## src/rtl/aes_out_pkg.sv

```systemverilog
// Shared types and constants for the AES ciphertext word-drain block.
package aes_out_pkg;

  localparam int unsigned BLK_W = 128;

  typedef enum logic [0:0] {
    IDLE  = 1'b0,
    DRAIN = 1'b1
  } state_t;

  function automatic int unsigned words_per_blk(input int unsigned word_w);
    return BLK_W / word_w;
  endfunction

endpackage

```

## src/rtl/aes_out_word_mux.sv

```systemverilog
// Selects one WORD_W slice of a 128-bit block by word index, MSW- or LSW-first.
module aes_out_word_mux
  import aes_out_pkg::*;
#(
  parameter int unsigned WORD_W    = 32,
  parameter int unsigned MSW_FIRST = 1,
  parameter int unsigned IDX_W     = $clog2(BLK_W / WORD_W)
) (
  input  logic [BLK_W-1:0]  blk,
  input  logic [IDX_W-1:0]  idx,
  output logic [WORD_W-1:0] word
);

  localparam int unsigned WORDS = words_per_blk(WORD_W);

  logic [IDX_W-1:0] sel;

  // Index 0 maps to the top slice when sending most-significant word first.
  always_comb begin
    sel = idx;
    if (MSW_FIRST != 0) sel = IDX_W'(WORDS - 1) - idx;
  end

  always_comb begin
    word = '0;
    for (int unsigned i = 0; i < WORDS; i++) begin
      if (IDX_W'(i) == sel) word = blk[i*WORD_W +: WORD_W];
    end
  end

endmodule

```

## src/rtl/aes_text_out_drain.sv

```systemverilog
// Drains 128-bit cipher blocks as WORD_W words over a valid/ready port, one-block pending buffer.
// Optional AES_OUT_PARITY_EN adds out_par, even parity per out_data byte.
module aes_text_out_drain
  import aes_out_pkg::*;
#(
  parameter int unsigned WORD_W    = 32,
  parameter int unsigned MSW_FIRST = 1
) (
  input  logic              clk,
  input  logic              rst,
  input  logic              ld,
  input  logic              done,
  input  logic [BLK_W-1:0]  text_out,
  output logic [WORD_W-1:0] out_data,
  output logic              out_valid,
  input  logic              out_ready,
  output logic              out_last,
  output logic              busy,
`ifdef AES_OUT_PARITY_EN
  output logic [WORD_W/8-1:0] out_par,
`endif
  output logic              overrun
);

  localparam int unsigned WORDS = words_per_blk(WORD_W);
  localparam int unsigned IDX_W = $clog2(WORDS);
  localparam logic [IDX_W-1:0] LAST_IDX = IDX_W'(WORDS - 1);

  state_t             state_q, state_d;
  logic [IDX_W-1:0]   idx_q, idx_d;
  logic [BLK_W-1:0]   main_q, main_d;
  logic [BLK_W-1:0]   pend_q, pend_d;
  logic               pend_vld_q, pend_vld_d;
  logic               ovr_d;
  logic               xfer, last_xfer;
  logic [WORD_W-1:0]  word_d;

  assign xfer      = (state_q == DRAIN) & out_ready;
  assign last_xfer = xfer & (idx_q == LAST_IDX);

  // Next-state: main/pending hand-off, index advance, overrun tracking.
  always_comb begin
    state_d    = state_q;
    idx_d      = idx_q;
    main_d     = main_q;
    pend_d     = pend_q;
    pend_vld_d = pend_vld_q;
    ovr_d      = ld ? 1'b0 : overrun;

    unique case (state_q)
      IDLE: begin
        if (done) begin
          main_d  = text_out;
          idx_d   = '0;
          state_d = DRAIN;
        end
      end
      DRAIN: begin
        if (xfer) idx_d = idx_q + IDX_W'(1);
        if (last_xfer) begin
          idx_d = '0;
          if (pend_vld_q) begin
            main_d = pend_q;
            if (done) pend_d = text_out;
            else      pend_vld_d = 1'b0;
          end else if (done) begin
            main_d = text_out;
          end else begin
            state_d = IDLE;
          end
        end else if (done) begin
          if (!pend_vld_q) begin
            pend_d     = text_out;
            pend_vld_d = 1'b1;
          end else begin
            ovr_d = 1'b1;
          end
        end
      end
      default: state_d = IDLE;
    endcase
  end

  aes_out_word_mux #(
    .WORD_W    (WORD_W),
    .MSW_FIRST (MSW_FIRST),
    .IDX_W     (IDX_W)
  ) u_word_mux (
    .blk  (main_d),
    .idx  (idx_d),
    .word (word_d)
  );

  // Control state and registered outputs; outputs are computed from next-state values.
  always_ff @(posedge clk or posedge rst) begin
    if (rst) begin
      state_q    <= IDLE;
      idx_q      <= '0;
      pend_vld_q <= 1'b0;
      overrun    <= 1'b0;
      out_valid  <= 1'b0;
      out_last   <= 1'b0;
      out_data   <= '0;
      busy       <= 1'b0;
    end else begin
      state_q    <= state_d;
      idx_q      <= idx_d;
      pend_vld_q <= pend_vld_d;
      overrun    <= ovr_d;
      out_valid  <= (state_d == DRAIN);
      out_last   <= (state_d == DRAIN) && (idx_d == LAST_IDX);
      out_data   <= (state_d == DRAIN) ? word_d : '0;
      busy       <= (state_d == DRAIN) | pend_vld_d;
    end
  end

  // Block buffers carry no reset; validity lives in the control state.
  always_ff @(posedge clk) begin
    main_q <= main_d;
    pend_q <= pend_d;
  end

`ifdef AES_OUT_PARITY_EN
  always_comb begin
    out_par = '0;
    for (int unsigned b = 0; b < WORD_W / 8; b++) out_par[b] = ^out_data[b*8 +: 8];
  end
`endif

endmodule

```

## config.mk

```make
export PLATFORM = sky130hd
export DESIGN_NAME = aes_text_out_drain
export DESIGN_NICKNAME = d
export VERILOG_FILES = /design/src/rtl/aes_out_pkg.sv /design/src/rtl/aes_out_word_mux.sv /design/src/rtl/aes_text_out_drain.sv
export SDC_FILE = /design/constraint.sdc
export NUM_CORES = 1
export LEC_CHECK = 0
export BUFFER_PORTS_ARGS = -buffer_cell sky130_fd_sc_hd__buf_2
export CAP_MARGIN = 40
export CORE_MARGIN = 2
export CORE_UTILIZATION = 40
export CTS_CLUSTER_DIAMETER = 30
export DETAILED_ROUTE_END_ITERATION = 10
export PLACE_DENSITY_LB_ADDON = 0.15
export RECOVER_POWER = 100
export SETUP_SLACK_MARGIN = 0.5
export SLEW_MARGIN = 5
export SYNTH_ARGS = -nofsm -noshare
export SYNTH_HDL_FRONTEND = slang
export SYNTH_SLANG_ARGS = --single-unit
```

## constraint.sdc

```tcl
create_clock -name clk -period 11.4 [get_ports clk]
set_input_delay 1.71 -clock clk [delete_from_list [all_inputs] [get_ports clk]]
set_output_delay 1.71 -clock clk [all_outputs]
set_load 0.02 [all_outputs]
```

Yosys cells after proc, flatten, opt, wreduce, memory -nomap -nowiden
Cells that the tools add are included.

word-level totals
  register bits after elaboration = 295
  bits of input ports = 133
  output and inout bits = 36
  logic and storage cells = 58

operators by class
  add/subtract/negate cells = 2
  equal/unequal tests = 8
  muxes and demuxes = 31
  bitwise operators = 4
  reduce and logical (&&, ||, !) cells = 4

operators by type and width
  operator             number
  $mux 128             8
  $pmux 128 s2         1
  $mux 32              5
  $mux 1               12
  $mux 2               3
  $reduce_and 5->1     1
  $eq 2x2->1 const A   2
  $eq 2x2->1 const B   2
  $ne 2x2->1 const B   2
  $pmux 2 s2           1
  $add 2x1->2 const B  1
  $and 1x1->1          2
  $eq 1x2->1 const A   1
  $logic_not 2->1      1
  $ne 2x1->1 const B   1
  $pmux 1 s2           1
  $reduce_bool 2->1    1
  $sub 2x2->2 const A  1
  $logic_and 1x1->1    1
  $not 1->1            1
  $or 1x1->1           1

Longest topological paths before layout
Gate-level depths: netlist (run 1).

  word-level depth = 11
  mapped depth = 9
  mapped depth without buffers = 7

Cells and area by module
Synthesis (run 1) repeated with hierarchy kept, for this count alone.

unflattened totals
  cells, all modules = 840
  area, all modules = 11850.1 um2

modules (own cells, without submodules)
  module              instances  cells an instance  area an instance (um2)  sequential area each (um2)
  aes_text_out_drain  1          801                11035.6                 7382.1
  aes_out_word_mux    1          39                 814.5                   0.0

Worst setup path before layout (run 1)
No wires, ideal clock.

  path type = in2reg
  start = input port done
  end = register pend_q[0], enable pin
  setup time = 773 ps
  arrival time = 11202 ps
  required time = 10627 ps
  setup slack = -575 ps
  stages = 6
  buffers on the path = 4
  cells stage by stage = buf_6 -> buf_4 -> buf_2 -> clkbuf_1 -> inv_1 -> nor3_1

on the way
  longest elaborated chain between the ends = 2
  elaborated cells on any way between the ends = 3
  those cells by class = 1 x eq/ne; 2 x reduce/logical

RTL lines
  element                                                           line                       text
  from (decl)                                                       aes_text_out_drain.sv:12   input logic done,
  $ne 2x2->1 (no source line) or $reduce_bool 2->1 (tied branches)  n/a
  $reduce_and 5->1 (no source line) *                               n/a
  to (signal assigned)                                              aes_text_out_drain.sv:120  pend_q <= pend_d;
  to (decl)                                                         aes_text_out_drain.sv:32   logic [BLK_W-1:0] pend_q, pend_d;

Every way passes the cells marked *; elsewhere a longest branch is shown, timed or not.
A chain may end at the register's enable or synchronous reset.

Worst setup path in the final report (run 1)
  start = input port done
  end = register out_data[12]

on the way
  longest elaborated chain between the ends = 9
  elaborated cells on any way between the ends = 20
  those cells by class = 1 x add/sub; 3 x eq/ne; 15 x mux; 1 x reduce/logical

RTL lines
  element                 line                                                text
  $mux 128 *              aes_text_out_drain.sv:52, aes_text_out_drain.sv:66
  $mux 128                aes_text_out_drain.sv:62                            if (pend_vld_q) begin
  $mux 128                aes_text_out_drain.sv:60                            if (last_xfer) begin
  $pmux 128 s2 *          aes_text_out_drain.sv:50                            unique case (state_q)
  net main_d[12]          aes_text_out_drain.sv:31                            logic [BLK_W-1:0] main_q, main_d;
  $mux 32 * (4 in a row)  aes_out_word_mux.sv:27                              if (IDX_W'(i) == sel) word = blk[i*WORD_W +: WORD_W];
  $mux 32 *               aes_text_out_drain.sv:112                           out_data <= (state_d == DRAIN) ? word_d : '0;
  to (signal assigned)    aes_text_out_drain.sv:112
  to (decl)               aes_text_out_drain.sv:14                            output logic [WORD_W-1:0] out_data,

The timed path passes the listed nets; every way through them passes the cells marked *.

==> Flow_metrics.wiki, run 1 <==
{| class="wikitable"
! Metric !! Value
|-
| Master of the slowest instance on the critical path || sky130_fd_sc_hd__clkbuf_2
|-
| Die area || approximately 0.034 sq mm
|-
| Maximum Capacitance Violations || 8
|-
| Clock sink count || about 300
|-
| Via density per instance || just under 6
|-
| Share of the cycle needed by the critical path after routing || 0.6588
|-
| Leakage power || around 0.006 uW
|-
| Outcome || finished, violations left
|-
| Total via count in the routed design || 10122
|-
| Maximum number of pins on one net before global-route repair || 135
|-
| CTS Buf Count || 68
|-
| Tightest Pin Transition || between 4000 and 5000 ps
|-
| Power Total || around 5000 uW
|-
| Maximum level of the CTS H-tree || 3
|-
| Routed length on met2 || between 15000 and 20000 um
|-
| Register bit total from synthesis || just under 300
|-
| Number of buffers inserted to repair setup after CTS || 0
|-
| Area share of the largest cell type after synthesis || 0.2963
|-
| Synthesized area per cell || between 10 and 15 sq um
|-
| Prevailing post-synth register cell || sky130_fd_sc_hd__edfxtp_1
|-
| Kind of start point of the critical path || primary input
|-
| Final Skew || roughly 29 ps
|-
| CP cell instances || clkbuf_1 -> clkbuf_2 -> mux2i_1 -> a22oi_1 -> o22ai_1 -> a211oi_2
|-
| Total negative setup slack || 0 ps
|-
| Critical path peak fanout || 134
|-
| Setup violations, final || 0
|-
| Number of antenna violations at the first check in global routing || 1
|-
| Number of standard-cell rows in the floorplan || 65
|-
| Clock transition time at the flip-flop clock pins of the worst setup and hold paths || ~50 ps
|-
| Power share of the clock group || 0.399
|-
| Number of hold violations in the final report || 0
|-
| Final worst path period need || 7510 ps
|-
| Type of the worst min-delay path || flop to flop
|-
| DR DRC count || 0
|-
| TritonCTS clock tree || done
|-
| Top post-synthesis cells by count || sky130_fd_sc_hd__mux2i_1, sky130_fd_sc_hd__dfxtp_1, sky130_fd_sc_hd__edfxtp_1
|-
| Synth cell types || 50
|-
| Sequential cell area fraction in the yosys report || 0.5690
|-
| WL per Instance || around 24 um
|-
| Area of the multi-input gates || around 0.0050 sq mm
|-
| Hold bufs inserted after CTS || 0
|-
| Power Dens Cells || between 300 and 400 mW/mm^2
|-
| Delay of the slowest critical-path stage || roughly 3300 ps
|-
| Violated checks || capacitance limit, slew limit
|-
| Weighted congestion at the end of routability-driven global placement || between 0.7 and 0.8
|-
| Dominant cell type by area after synthesis || sky130_fd_sc_hd__edfxtp_1
|-
| Global-route wire length before repair || 61960 um
|-
| Cell with the most instances after synthesis || sky130_fd_sc_hd__mux2i_1
|-
| Die outline width || ~180 um
|-
| Dominant delay contributor by cell family on the critical path || buffers and inverters
|-
| Critical Setup Path Class || primary input to flop
|-
| Deepest clock path buffer count || 3
|-
| 1st-pass router iterations || 5
|-
| Count of flip-flops with a built-in enable after synthesis || roughly 130
|-
| Overall routed net length || just over 40000 um
|-
| Number of I/O pins || 169
|-
| Effective utilization at floorplan || 0.4090
|-
| Peak ir drop on the vdd network || ~0.00013 V
|-
| Data arrival time of the worst path || between 7000 and 8000 ps
|-
| Vias in the first global route || approximately 10000
|-
| Dominant cells by area after synthesis || sky130_fd_sc_hd__edfxtp_1, sky130_fd_sc_hd__dfxtp_1, sky130_fd_sc_hd__mux2i_1
|-
| Upper clock frequency limit || approximately 130 MHz
|-
| Synth-to-layout area growth || 24.06%
|-
| Number of nets produced by synthesis || 1231
|-
| Max-slew violations || about 440
|-
| Synth async-reset ratio || 0.1322
|-
| Post-synthesis cell count || ~1100
|-
| DRC violation total after the first TritonRoute iteration || between 700 and 800
|-
| Sw Pwr || 1600 uW
|-
| GR Util All Layers || 0.2394
|-
| M1 wire length || between 15000 and 20000 um
|-
| YS warnings || 0
|-
| FILL cells || about 2800
|-
| Internal portion of total power || roughly 3400 uW
|-
| Headroom to the max-slew limit || -1.919
|-
| Share of final-layout standard cells stronger than drive strength 1 || 0.1291
|-
| Endpoint required time on the critical path || ~12000 ps
|-
| Final standard cell count with taps included and fillers excluded || 1704
|-
| Combined buffer and inverter count along the critical path || 2
|-
| Final HPWL from detailed placement || approximately 24000 um
|-
| Combinational share of power || 0.273
|-
| Core Area || 0.03172 sq mm
|-
| Top Metal Used || met4
|-
| Mapped cell area || about 0.013 sq mm
|-
| Register share of total power || 0.328
|-
| Placed Cells incl. Taps || ~1600
|-
| Count of buffers inserted at the top-level ports || approximately 170
|-
| Met3 wire length || 2214 um
|-
| Unrepaired setup endpoints after global routing || false
|-
| Switching share of power || 0.3203
|-
| Element type at the critical path end || flop
|-
| Clock latency at the later pin of the worst-skew pair || roughly 560 ps
|-
| Net count of the finished layout || about 1400
|-
| Reg area || between 0.007 and 0.008 sq mm
|-
| Die Span Y || approximately 180 um
|-
| Cell chosen for the clock root || sky130_fd_sc_hd__clkbuf_16
|-
| Grt total ovfl || 0
|-
| Post_cts resized || 0
|-
| Antenna-violating nets left || 0
|-
| Post-route core utilization || 0.5075
|}
[registers in the layout, indices dropped and copies added, names as in the netlist]
| register | flops |
|---|---|
| idx_q | 2 |
| state_q | 1 |
| out_data | 32 |
| pend_vld_q | 1 |
| busy | 1 |
| out_last | 1 |
| pend_q | 128 |
| overrun | 1 |
| main_q | 128 |
[layout make-up]
cell class | count | area share
Sequential cell | 295 | 0.4590
Multi-Input combinational cell | 686 | 0.3086
Clock buffer | 84 | 0.1146
Timing Repair Buffer | 188 | 0.05302
Clock inverter | 41 | 0.03164
Tap cell | 402 | 0.03125
Inverter | 7 | 0.001788
Antenna cell | 1 | 0.0001555
[worst register-to-register path, stage by stage (launching register included)]
cell and delay (ps):
sky130_fd_sc_hd__dfrtp_1 440, sky130_fd_sc_hd__ha_2 200, sky130_fd_sc_hd__buf_4 370, sky130_fd_sc_hd__nand2_1 170
sky130_fd_sc_hd__clkbuf_1 560, sky130_fd_sc_hd__o21ai_0 440, sky130_fd_sc_hd__clkbuf_1 2500, sky130_fd_sc_hd__a22oi_1 630
sky130_fd_sc_hd__a21oi_1 340, sky130_fd_sc_hd__a211oi_1 110
[placed cells by master, fill, tap and decap left out, types with 7 or more instances in the layout]
cell                         synthesis  final
sky130_fd_sc_hd__a211oi_1            0      9
sky130_fd_sc_hd__a211oi_2           19     10
sky130_fd_sc_hd__a21o_1             21     21
sky130_fd_sc_hd__a21oi_1            94     94
sky130_fd_sc_hd__a22oi_1            99     99
sky130_fd_sc_hd__a32oi_1             7      7
sky130_fd_sc_hd__buf_2              44     13
sky130_fd_sc_hd__buf_4               8      7
sky130_fd_sc_hd__bufinv_16           0     10
sky130_fd_sc_hd__clkbuf_1           32    172
sky130_fd_sc_hd__clkbuf_16           0     70
sky130_fd_sc_hd__clkinv_2            0     11
sky130_fd_sc_hd__clkinvlp_4          0      7
sky130_fd_sc_hd__dfrtp_1            39     37
sky130_fd_sc_hd__dfxtp_1           128    128
sky130_fd_sc_hd__edfxtp_1          128    128
sky130_fd_sc_hd__mux2i_1           131    131
sky130_fd_sc_hd__nand2_1            11     11
sky130_fd_sc_hd__nand2b_1           16     16
sky130_fd_sc_hd__nand3b_1           17     17
sky130_fd_sc_hd__nand4b_1           51     51
sky130_fd_sc_hd__nor2_1             12     13
sky130_fd_sc_hd__o21ai_0            81     82
sky130_fd_sc_hd__o22ai_1            80     80
sky130_fd_sc_hd__or2_2               7      7
[cell families (layout without fill, tap and decap cells)]
group / count (synthesis) / in the layout / share of synthesized area
xor+xnor: 1 / 1 / 0.0006752
fa+ha+maj: 1 / 1 / 0.0009643
mux: 132 / 132 / 0.1019
compound gates: 417 / 417 / 0.2087
buf+inv: 116 / 320 / 0.04494
other cells: 0 / 1 / 0
simple gates: 135 / 135 / 0.07378
flops: 295 / 295 / 0.5690
[layer usage]
metal,track usage,vias to the layer above
met5,0,-
met4,0.09472,0
met3,0.04307,80
met2,0.3837,360
met1,0.3222,5064
li1,-,4618
[worst paths after layout]
path                            cells past startpoint        start  slack (ps)            to
worst max-delay path                                6         done        3890  out_data[12]
worst min-delay path                                2  main_q[126]         540   main_q[126]
worst max register to register                      9     idx_q[0]        5330  out_data[15]
worst min register to register                      2  main_q[126]         540   main_q[126]
max in group asynchronous                           3          rst        6960       state_q
min in group asynchronous                           3          rst        2320  out_data[16]
[power by group through the flow]
stage          registers [uW]  logic [uW]  clock network (uW)
2_1_floorplan            1680         961                   0
3_3_place_gp             1640        1370                   0
3_5_place_dp             1650        1400                   0
4_1_cts                  1630        1410                2020
5_1_grt                  1670        1500                2080
6_report                 1640        1360                1990
[stage by stage]
step                      hold WS, ps  area [sq um]  worst slack, ps
after floorplan                 504.2         12980             3399
after global placement          520.5         13940             6398
after detailed placement        528.6         14060             6651
after CTS                       537.3         16410             7214
after global routing            553.8         16090             3684
final                           538.8         16100             3890
Power figures use the tool's default switching activity.
==> run 2, diff against run 1 <==
- clock period: 11.4 -> 7.8 ns (I/O delays scaled with it)
==> Flow_metrics.wiki, run 2 (synthesized netlist as in run 1, its figures left out) <==
{| class="wikitable"
! Metric !! Value
|-
| Reg2Reg Launch Point || idx_q[0] (unchanged)
|-
| Hold bufs inserted after CTS || 0 (unchanged)
|-
| Grt total ovfl || 0 (unchanged)
|-
| Net count of the finished layout || 1383 (was 1380)
|-
| Clock transition time at the flip-flop clock pins of the worst setup and hold paths || 40 ps (was 50 ps)
|-
| Core Area || 0.03172 sq mm (unchanged)
|-
| Maximum Capacitance Violations || 5 (was 8)
|-
| Crit path from || done (unchanged)
|-
| Violated checks || capacitance limit, slew limit (unchanged)
|-
| Clock latency at the later pin of the worst-skew pair || 560 ps (about the same)
|-
| Worst slack at placement || 3509 ps (was 6651 ps)
|-
| Final worst path period need || roughly 5600 ps
|-
| Number of hold violations in the final report || 0 (unchanged)
|-
| Synth-to-layout area growth || 24.17% (was 24.06%)
|-
| Die outline width || 184.1 um (unchanged)
|-
| Power Dens Cells || 450.7 mW/mm^2 (was 310.4 mW/mm^2)
|-
| Endpoint required time on the critical path || 8010 ps (was 11670 ps)
|-
| Total via count in the routed design || 10025 (was 10122)
|-
| Critical Setup Path Class || primary input to flop (unchanged)
|-
| Die Span Y || 184.1 um (unchanged)
|-
| 1st-pass router iterations || 4 (was 5)
|-
| Peak ir drop on the vdd network || 0.0002211 V (was 0.0001325 V)
|-
| Vias in the first global route || 10111 (was 10213)
|-
| CTS Buf Count || 69 (was 68)
|-
| Number of I/O pins || 169 (unchanged)
|-
| Most frequent cells in the layout || sky130_fd_sc_hd__clkbuf_1, sky130_fd_sc_hd__mux2i_1, sky130_fd_sc_hd__dfxtp_1, sky130_fd_sc_hd__edfxtp_1, sky130_fd_sc_hd__a22oi_1 (unchanged)
|-
| WL per Instance || 23.78 um (was 24.12 um)
|-
| Leading cell type in the layout, fill and taps excluded || sky130_fd_sc_hd__clkbuf_1 (unchanged)
|-
| Element type at the critical path end || flop (unchanged)
|-
| Via density per instance || 5.866 (was 5.940)
|-
| Kind of start point of the critical path || primary input (unchanged)
|-
| Setup violations, final || 0 (unchanged)
|-
| Number of antenna violations at the first check in global routing || 1 (unchanged)
|-
| Effective utilization at floorplan || 0.4090 (unchanged)
|-
| FILL cells || 2856 (was 2833)
|-
| Deepest clock path buffer count || 3 (unchanged)
|-
| Tightest Pin Transition || 2649 ps (was 4379 ps)
|-
| DRC violation total after the first TritonRoute iteration || 714 (was 747)
|-
| Cell chosen for the clock root || sky130_fd_sc_hd__clkbuf_16 (unchanged)
|-
| Weighted congestion at the end of routability-driven global placement || 0.7968 (was 0.7871)
|-
| Critical path peak fanout || 70 (was 134)
|-
| GR Util All Layers || 0.2373 (was 0.2394)
|-
| Die area || 0.03389 sq mm (unchanged)
|-
| Post_cts resized || 0 (unchanged)
|-
| Maximum number of pins on one net before global-route repair || 77 (was 135)
|-
| Overall routed net length || 40640 um (was 41100 um)
|-
| Count of buffers inserted at the top-level ports || 168 (unchanged)
|-
| Final Skew || 30.34 ps (was 28.53 ps)
|-
| Largest regs || main_q x128, pend_q x128, out_data x32 (unchanged)
|-
| TritonCTS clock tree || done (unchanged)
|-
| Leakage power || 0.005998 uW (was 0.005991 uW)
|-
| Total negative setup slack || 0 ps (unchanged)
|-
| Worst reg2reg setup slack || 2950 ps (was 5330 ps)
|-
| Critical hold path startpoint || main_q[114] (was main_q[126])
|-
| Headroom to the max-slew limit || -0.7663 (was -1.919)
|-
| DR DRC count || 0 (unchanged)
|-
| Unrepaired setup endpoints after global routing || false (unchanged)
|-
| Antenna-violating nets left || 0 (unchanged)
|-
| Global-route wire length before repair || 61110 um (was 61960 um)
|-
| Upper clock frequency limit || ~180 MHz
|-
| Data arrival time of the worst path || 5790 ps (was 7780 ps)
|-
| Max-slew violations || 177 (was 436)
|-
| Clock sink count || 295 (unchanged)
|-
| Final worst setup slack || 2215 ps (was 3890 ps)
|-
| Share of the cycle needed by the critical path after routing || 0.7160
|-
| Number of standard-cell rows in the floorplan || 65 (unchanged)
|-
| Type of the worst min-delay path || flop to flop (unchanged)
|-
| Share of final-layout standard cells stronger than drive strength 1 || 0.1309 (was 0.1291)
|-
| Outcome || finished, violations left (unchanged)
|-
| Number of buffers inserted to repair setup after CTS || 0 (unchanged)
|-
| Final HPWL from detailed placement || 24620 um (was 23930 um)
|-
| Post-route core utilization || 0.5079 (was 0.5075)
|-
| Maximum level of the CTS H-tree || 3 (unchanged)
|}
[run 2: changes by cell type in the layout (fill, tap and decap cells not counted), sizes merged]
cell      before  now
buf           25   30
bufinv        10    6
clkinvlp       9    8
clkbuf       247  256
inv           11   10
clkinv        18   15
[run 2: layer usage]
layer	vias to the layer above	global-route usage	part of all wire
met5	-	0	0
met4	0	0.1245	0.047
met3	92	0.05019	0.059
met2	351	0.3772	0.47
met1	4952	0.3048	0.43
li1	4630	-	-
[run 2: area by class of cell]
type	instances	area [sq um]	share of cell area
sequential	295	7383	0.4583
clock inverter	32	360.3	0.02237
inverter	7	36.28	0.002252
clock buffer	96	1963	0.1219
multi-input combinational	686	4985	0.3094
tap	402	503.0	0.03122
antenna	1	2.502	0.0001553
timing repair buffer	190	875.8	0.05437
[run 2: stage by stage]
| step | cells | power (uW) | hold WS [ps] | instance area [sq um] |
|---|---|---|---|---|
| floorplan | 1097 | 3857 | 504.2 | 12990 |
| finish | 1709 | 7260 | 535.5 | 16110 |
| global route | 1708 | 7634 | 556.3 | 16110 |
| CTS | 1708 | 7368 | 536.8 | 16380 |
| detailed placement | 1580 | 4488 | 528.5 | 14060 |
| global placement | 1576 | 4442 | 513.7 | 13960 |
[run 2: worst max-delay path, cell delays in order]
cell	delay, ps
sky130_fd_sc_hd__clkbuf_8	570
sky130_fd_sc_hd__clkbuf_1	1650
sky130_fd_sc_hd__inv_1	250
sky130_fd_sc_hd__nor3_1	340
sky130_fd_sc_hd__clkbuf_1	1020
sky130_fd_sc_hd__buf_4	350
sky130_fd_sc_hd__buf_16	290
[run 2: path summary, 6_finish.rpt]
kind,cells after the start,to
setup / recovery,7,pend_q[28]
hold / removal,2,main_q[114]
setup reg to reg,9,out_data[16]
hold reg to reg,2,main_q[114]
max in group asynchronous,3,pend_vld_q
min in group asynchronous,3,out_data[6]
[run 2: power breakdown]
part           leakage, uW  internal (uW)  total [uW]  switching [uW]
clock network      0.00112           1950        2840             889
registers          0.00268           2160        2410             247
logic              0.00220            779        2010            1230
